$ cat config.mk
export PLATFORM = sky130hd
export DESIGN_NAME = if_prefetch_queue_flat
export DESIGN_NICKNAME = d
export VERILOG_FILES = /design/src/rtl/if_prefetch_queue_if.sv /design/src/rtl/if_prefetch_queue.sv /design/src/flat_wrapper.sv
export SDC_FILE = /design/constraint.sdc
export NUM_CORES = 1
export LEC_CHECK = 0
export ABC_AREA = 1
export CORE_MARGIN = 2
export CORE_UTILIZATION = 30
export CTS_CLUSTER_SIZE = 14
export DETAILED_ROUTE_END_ITERATION = 8
export GPL_ROUTABILITY_DRIVEN = 0
export SYNTH_ARGS = -nofsm -noshare
export SYNTH_HDL_FRONTEND = slang
export SYNTH_SLANG_ARGS = --single-unit
export TNS_END_PERCENT = 50
$ cat constraint.sdc
create_clock -name clk -period 11.08 [get_ports clk]
set_input_delay 1.662 -clock clk [delete_from_list [all_inputs] [get_ports clk]]
set_output_delay 1.662 -clock clk [all_outputs]
set_load 0.005 [all_outputs]
$ cat src/rtl/if_prefetch_queue_if.sv
// Handshake bundle for if_prefetch_queue: instruction-memory port, redirect, IF/ID output side.
// master = the prefetch queue, slave = memory/pipeline environment.
interface if_prefetch_queue_if #(
    parameter int unsigned ADDR_WIDTH  = 32,
    parameter int unsigned INSTR_WIDTH = 32,
    parameter int unsigned DEPTH       = 4
);
    logic                       imem_req;
    logic [ADDR_WIDTH-1:0]      imem_addr;
    logic                       imem_ready;
    logic [INSTR_WIDTH-1:0]     imem_rdata;
    logic                       redirect;
    logic [ADDR_WIDTH-1:0]      redirect_pc;
    logic                       out_valid;
    logic                       out_ready;
    logic [INSTR_WIDTH-1:0]     out_instr;
    logic [ADDR_WIDTH-1:0]      out_pc;
    logic [$clog2(DEPTH):0]     count;

    modport master (
        output imem_req, imem_addr, out_valid, out_instr, out_pc, count,
        input  imem_ready, imem_rdata, redirect, redirect_pc, out_ready
    );

    modport slave (
        input  imem_req, imem_addr, out_valid, out_instr, out_pc, count,
        output imem_ready, imem_rdata, redirect, redirect_pc, out_ready
    );
endinterface

$ cat src/rtl/if_prefetch_queue.sv
// Instruction prefetch queue decoupling fetch from decode, with redirect flush.
// Optional same-cycle fetch-to-output bypass when PREFETCH_BYPASS_EN is defined.
module if_prefetch_queue #(
    parameter int unsigned            ADDR_WIDTH  = 32,
    parameter int unsigned            INSTR_WIDTH = 32,
    parameter int unsigned            DEPTH       = 4,
    parameter logic [ADDR_WIDTH-1:0]  RESET_PC    = '0,
    parameter logic [INSTR_WIDTH-1:0] NOP_INSTR   = INSTR_WIDTH'(32'h0000_0013)
) (
    input logic                clk,
    input logic                reset,
    if_prefetch_queue_if.master bus
);
    localparam int unsigned PW = $clog2(DEPTH);
    localparam int unsigned CW = PW + 1;
    localparam logic [CW-1:0] DEPTH_C = CW'(DEPTH);

    logic [ADDR_WIDTH-1:0]  fetch_pc_q, fetch_pc_d;
    logic [PW-1:0]          wr_ptr_q, wr_ptr_d;
    logic [PW-1:0]          rd_ptr_q, rd_ptr_d;
    logic [CW-1:0]          count_q, count_d;
    logic [ADDR_WIDTH-1:0]  pc_mem    [DEPTH];
    logic [INSTR_WIDTH-1:0] instr_mem [DEPTH];

    logic empty, req, fetch_fire, push, pop;
    logic unused_redirect_lsbs;

    assign unused_redirect_lsbs = ^bus.redirect_pc[1:0];

    assign empty      = (count_q == '0);
    // Full queue stalls fetch even if a pop lands this cycle: no out_ready -> imem_req path.
    assign req        = !reset && !bus.redirect && (count_q < DEPTH_C);
    assign fetch_fire = req && bus.imem_ready;
    assign pop        = !empty && bus.out_ready && !bus.redirect;

    assign bus.imem_req  = req;
    assign bus.imem_addr = fetch_pc_q;
    assign bus.count     = count_q;

`ifdef PREFETCH_BYPASS_EN
    logic bypass;
    // Fetch fire already excludes redirect, so redirect suppresses the bypass too.
    assign bypass = empty && fetch_fire;
    assign push   = fetch_fire && !(bypass && bus.out_ready);

    always_comb begin
        bus.out_valid = 1'b0;
        bus.out_instr = NOP_INSTR;
        bus.out_pc    = '0;
        if (!empty) begin
            bus.out_valid = 1'b1;
            bus.out_instr = instr_mem[rd_ptr_q];
            bus.out_pc    = pc_mem[rd_ptr_q];
        end else if (bypass) begin
            bus.out_valid = 1'b1;
            bus.out_instr = bus.imem_rdata;
            bus.out_pc    = fetch_pc_q;
        end
    end
`else
    assign push = fetch_fire;

    always_comb begin
        bus.out_valid = 1'b0;
        bus.out_instr = NOP_INSTR;
        bus.out_pc    = '0;
        if (!empty) begin
            bus.out_valid = 1'b1;
            bus.out_instr = instr_mem[rd_ptr_q];
            bus.out_pc    = pc_mem[rd_ptr_q];
        end
    end
`endif

    always_comb begin
        fetch_pc_d = fetch_pc_q;
        wr_ptr_d   = wr_ptr_q;
        rd_ptr_d   = rd_ptr_q;
        count_d    = count_q;
        if (bus.redirect) begin
            fetch_pc_d = {bus.redirect_pc[ADDR_WIDTH-1:2], 2'b00};
            wr_ptr_d   = '0;
            rd_ptr_d   = '0;
            count_d    = '0;
        end else begin
            if (fetch_fire) fetch_pc_d = fetch_pc_q + ADDR_WIDTH'(4);
            if (push)       wr_ptr_d   = wr_ptr_q + PW'(1);
            if (pop)        rd_ptr_d   = rd_ptr_q + PW'(1);
            count_d = count_q + CW'(push) - CW'(pop);
        end
    end

    always_ff @(posedge clk or posedge reset) begin
        if (reset) begin
            fetch_pc_q <= RESET_PC;
            wr_ptr_q   <= '0;
            rd_ptr_q   <= '0;
            count_q    <= '0;
        end else begin
            fetch_pc_q <= fetch_pc_d;
            wr_ptr_q   <= wr_ptr_d;
            rd_ptr_q   <= rd_ptr_d;
            count_q    <= count_d;
        end
    end

    always_ff @(posedge clk) begin
        if (push) begin
            pc_mem[wr_ptr_q]    <= fetch_pc_q;
            instr_mem[wr_ptr_q] <= bus.imem_rdata;
        end
    end
endmodule

$ cat src/flat_wrapper.sv
// flat-port wrapper written by rule: the top's interface ports become plain ports
module if_prefetch_queue_flat 
#(
    parameter int unsigned            ADDR_WIDTH  = 32,
    parameter int unsigned            INSTR_WIDTH = 32,
    parameter int unsigned            DEPTH       = 4,
    parameter logic [ADDR_WIDTH-1:0]  RESET_PC    = '0,
    parameter logic [INSTR_WIDTH-1:0] NOP_INSTR   = INSTR_WIDTH'(32'h0000_0013)
)
  (clk, reset, bus_imem_req, bus_imem_addr, bus_out_valid, bus_out_instr, bus_out_pc, bus_count, bus_imem_ready, bus_imem_rdata, bus_redirect, bus_redirect_pc, bus_out_ready);
  if_prefetch_queue_if #(.ADDR_WIDTH(ADDR_WIDTH), .INSTR_WIDTH(INSTR_WIDTH), .DEPTH(DEPTH)) bus_i ();
  input logic clk;
  input logic reset;
  output wire logic [$bits(bus_i.imem_req)-1:0] bus_imem_req;
  output wire logic [$bits(bus_i.imem_addr)-1:0] bus_imem_addr;
  output wire logic [$bits(bus_i.out_valid)-1:0] bus_out_valid;
  output wire logic [$bits(bus_i.out_instr)-1:0] bus_out_instr;
  output wire logic [$bits(bus_i.out_pc)-1:0] bus_out_pc;
  output wire logic [$bits(bus_i.count)-1:0] bus_count;
  input wire logic [$bits(bus_i.imem_ready)-1:0] bus_imem_ready;
  input wire logic [$bits(bus_i.imem_rdata)-1:0] bus_imem_rdata;
  input wire logic [$bits(bus_i.redirect)-1:0] bus_redirect;
  input wire logic [$bits(bus_i.redirect_pc)-1:0] bus_redirect_pc;
  input wire logic [$bits(bus_i.out_ready)-1:0] bus_out_ready;
  assign bus_imem_req = bus_i.imem_req;
  assign bus_imem_addr = bus_i.imem_addr;
  assign bus_out_valid = bus_i.out_valid;
  assign bus_out_instr = bus_i.out_instr;
  assign bus_out_pc = bus_i.out_pc;
  assign bus_count = bus_i.count;
  assign bus_i.imem_ready = bus_imem_ready;
  assign bus_i.imem_rdata = bus_imem_rdata;
  assign bus_i.redirect = bus_redirect;
  assign bus_i.redirect_pc = bus_redirect_pc;
  assign bus_i.out_ready = bus_out_ready;
  if_prefetch_queue #(.ADDR_WIDTH(ADDR_WIDTH), .INSTR_WIDTH(INSTR_WIDTH), .DEPTH(DEPTH), .RESET_PC(RESET_PC), .NOP_INSTR(NOP_INSTR)) u_core (.clk(clk), .reset(reset), .bus(bus_i));
endmodule
* After elaboration in Yosys (flattened, before gate mapping)
Memory sizes are Yosys's and may differ from the RTL's. Index checks and enable logic that the tools add are counted.
Word-level totals: register bits after elaboration 39, bits in latches 0, RAM bits 256, memory bits (read-only) 0, output and inout bits 101, word-level logic and storage cells 35, memories 2
Memory list:
- u_core.instr_mem | depth 4, bits a word 32, rd ports 1, clocked after Yosys merged registers in 0, write ports 1, line if_prefetch_queue.sv:23 | logic [INSTR_WIDTH-1:0] instr_mem [DEPTH];
- u_core.pc_mem | depth 4, bits a word 32, rd ports 1, clocked after Yosys merged registers in 0, write ports 1, line if_prefetch_queue.sv:22 | logic [ADDR_WIDTH-1:0] pc_mem [DEPTH];
Operators by class: add/subtract/negate cells 5, multipliers 0, div/mod/pow operators 0, order comparisons 1, equal/unequal tests 0, shifts and indexed selects 0, mux-type cells 12, bitwise gates (word level) 0, reductions and logical operators 11
Operator list (count):
- $mux W32 | 4
- $add A32 B3 Y32 const B | 1
- $mux W2 | 4
- $logic_and A1 B1 Y1 | 5
- $add A2 B1 Y2 const B | 2
- $reduce_bool A2 Y1 | 2
- $add A3 B1 Y3 | 1
- $logic_not A1 Y1 | 3
- $logic_not A3 Y1 | 1
- $lt A3 B3 Y1 const B | 1
- $mux W1 | 3
- $mux W3 | 1
- $sub A3 B1 Y3 | 1

* Logic depth before layout (Yosys ltp)
depth in word-level cells 7, depth in mapped cells 13, mapped depth without buffers 13

* Worst setup path before layout
Ideal clock, no wire load.
kind input -> register, start point input bus_redirect, end point memory u_core.instr_mem[0][0], enable pin, setup time 0.482 ns, arrival 4.754 ns, data required time 10.598 ns, slack 5.844 ns, stages 4, path buffers 1, cells stage by stage buf_6 > nor3_4 > nand2_4 > nor2_1
Between the ends: word-level cells in the longest chain between the ends 6
RTL lines:
- start, declared | line flat_wrapper.sv:22 | input wire logic [$bits(bus_i.redirect)-1:0] bus_redirect;
- $logic_not A1 Y1 | line if_prefetch_queue.sv:32 | assign req = !reset && !bus.redirect && (count_q < DEPTH_C);
- $logic_and A1 B1 Y1 (2 in a row) | line if_prefetch_queue.sv:32
- net bus_imem_req | line flat_wrapper.sv:14 | output wire logic [$bits(bus_i.imem_req)-1:0] bus_imem_req;
- $logic_and A1 B1 Y1 | line if_prefetch_queue.sv:33 | assign fetch_fire = req && bus.imem_ready;
- $mux W1 | line if_prefetch_queue.sv:108 | if (push) begin
- $mux W1 (implied by the code) | line if_prefetch_queue.sv:110 | instr_mem[wr_ptr_q] <= bus.imem_rdata;
- end, declared | line if_prefetch_queue.sv:23
The timed path passes the listed nets, and every way through them passes these cells.

* Final worst setup path
start point register u_core.rd_ptr_q[0], end point output bus_out_instr[0]
Between the ends: word-level cells in the longest chain between the ends 2
RTL lines:
- start, declared | line if_prefetch_queue.sv:20 | logic [PW-1:0] rd_ptr_q, rd_ptr_d;
- start signal, assigned | line if_prefetch_queue.sv:102 | rd_ptr_q <= rd_ptr_d;
- $mem_v2 Z4 W32
- $mux W32 | line if_prefetch_queue.sv:67 | if (!empty) begin
- end, declared | line flat_wrapper.sv:17 | output wire logic [$bits(bus_i.out_instr)-1:0] bus_out_instr;
Every way passes these cells.

==> results.cfg <==
[clocking]
ctsHoldBuffers = 0
cts_buffers = 31
clkSinkCount = 285
cts_setup_buffers = 0
clkLatencyLatePin_ns = 0.57
clk_path_buf_depth = 3
cts_root_buf = clkbuf_16
cts_tree = built
cts.repair.resized = 0
cts_max_level = 1
path_clk_slew_ns = 0.06

[detailed_routing]
dr.pass1.iters = 5
drc = 0
via_count = 8472
drtAntennaViolNets = 0
drt_iter0_drc = 485
finalWirelength_mm = 31.4
avgViaCountPerCell = 4.62
wl_per_cell_um = 17.1

[critical_path]
crit_type = reg2out
arrival_ns = 3.73
end_kind = output port
reg2reg_from = u_core.bus.count[2]
worstSetupStartpoint = u_core.rd_ptr_q[0]
required_ns = 9.42
cp-start-kind = flop
critPathMaxFanout = 67

[yosys]
yosys.area.top_type = edfxtp_1
syn_inst = 1133
syn_area_per_cell_um2 = 10.7
synth_top_cell_area_share = 0.612
synth_seq_cells = 285
yosysWarnings = 0
yosysUniqueCellTypes = 33
ys_top_cells_by_area = edfxtp_1 (61%), nor2_1 (9.1%), dfrtp_1 (7.6%), o21ai_0 (5.8%), nand2_1 (4.4%)
ys_seq_area_frac = 0.688
syn_area_um2 = 12200

[sta]
min_period_ns = 5.39
report.final.slew_viol_count = 0
setup_viol_count_final = 0
tns_ns = 0
worst_pin_slew_ns = 1.06
rsz0062_at_grt = no
whs_ns = 0.637
period_share = 0.486
hold_viol_final = 0
fin_worst_skew_ns = 0.00950
slew_headroom = 0.291
max_freq_mhz = 186

[global_route]
grt-ovfl-total = 0
grt_pass1_vias = 8506
grt_use_total = 0.148
grt_pass1_wl_mm = 47.8
grt_start_max_net_pins = 87
antenna_found_initial = 0

[finish]
nNetsFinal = 1362
n_antenna_cell = 0
drive_gt1_frac = 0.0619
final_util = 0.383
syn_to_final_growth_pct = 25.8
fin_cells = 1834

[power]
p_leak_nw = 5.39
irDropWorstVdd_uv = 160
powerDensity_nw_per_um2 = 207

[floorplanning]
core.rowCount = 73
die_height_um = 205
die_x_um = 205
die_area_um2 = 42200
ioPinCount = 170
core_um2 = 39900
initial_core_util = 0.305

[placement]
post-dp-hpwl_mm = 17.7
dp_cells = 1777
io_buffers = 163

[flow_run]
maxCapViolations = 0

[status]
status = finished clean

[min_path]
hp-class = reg2reg
hold_path_startpoint = u_core.bus.imem_addr[29]
synthesized netlist by cell type, drive strengths merged:
cell type	n
a21oi	63
and2	3
and3	1
buf	30
clkbuf	29
conb	1
dfrtp	37
edfxtp	248
fa	1
ha	7
inv	58
nand2	147
nand3	47
nand3b	1
nor2	298
nor3	4
o211ai	3
o21ai	140
o21bai	6
o311ai	3
or2	1
xnor2	4
xor2	1
power by group:
group | leakage (nW) | internal, mW | total [mW] | switching (mW)
clock | 0.483 | 0.595 | 1.02 | 0.421
combinational | 2.21 | 0.388 | 0.846 | 0.458
sequential | 2.70 | 1.23 | 1.30 | 0.0739
state kept, by name, summed over array words and instances (netlist names):
name                  count
u_core.rd_ptr_q           2
u_core.bus.imem_addr     30
u_core.wr_ptr_q           2
u_core.instr_mem        128
u_core.bus.count          3
u_core.pc_mem           120
worst paths after layout:
path	end	slack (ns)	cells after the start
setup / recovery	bus_out_instr[0]	5.69	7
hold / removal	u_core.pc_mem[1][29]	0.64	0
setup reg to reg	u_core.bus.count[2]	8.05	14
hold reg to reg	u_core.pc_mem[1][29]	0.64	0
max in group asynchronous	u_core.rd_ptr_q[0]	9.07	3
min in group asynchronous	u_core.bus.imem_addr[4]	1.62	3
layout make-up:
| type | count | area (µm²) |
|---|---|---|
| clock buffers | 38 | 822 |
| clock inverters | 19 | 183 |
| fillers | 3805 | 24600 |
| inverters | 58 | 219 |
| multi-input cells | 734 | 3320 |
| flip-flops and latches | 285 | 8380 |
| well taps | 525 | 657 |
| repair buffers | 175 | 1720 |
cells in the final DEF, fill, tap and decap left out, drive strengths merged, types with 6 or more instances in the layout:
cell	instances
nor2	298
edfxtp	248
clkdlybuf4s50	163
nand2	147
o21ai	140
a21oi	63
inv	57
nand3	47
clkbuf	38
dfrtp	37
clkinv	13
buf	12
ha	7
o21bai	6
logic make-up after synthesis:
logic type,synth area share
DFF,0.688
other,0.000308
xor gates and xnor gates,0.00360
buffers and inverters,0.0425
AOI/OAI and AO/OA,0.0912
adders and majority gates,0.00885
and+or+nand+nor,0.165
stage by stage:
stage	setup slack (ns)	instance area [µm²]	power [mW]
after floorplan	5.84	12200	1.69
after global placement	6.28	14300	2.18
after detailed placement	6.22	14300	2.19
after CTS	5.58	15300	3.22
after global routing	5.36	15300	3.34
final	5.69	15300	3.16
per-layer routing:
layer  global-route usage  wire length (µm)  up-vias
li1                     -                 -     4171
met1                0.199             14500     4043
met2                0.245             14700      215
met3               0.0238              1560       43
met4               0.0439               633        0
met5                    0                 0        -
critical path, stage by stage (launching register included):
cell and delay, ns:
dfrtp_4 0.75, clkinv_2 0.76, buf_4 0.62, nor2_1 0.17, nor2_1 0.05, o21ai_0 0.10
o311ai_0 0.16, clkdlybuf4s50_1 0.50
Note: power is estimated with default switching activity, not from simulation.
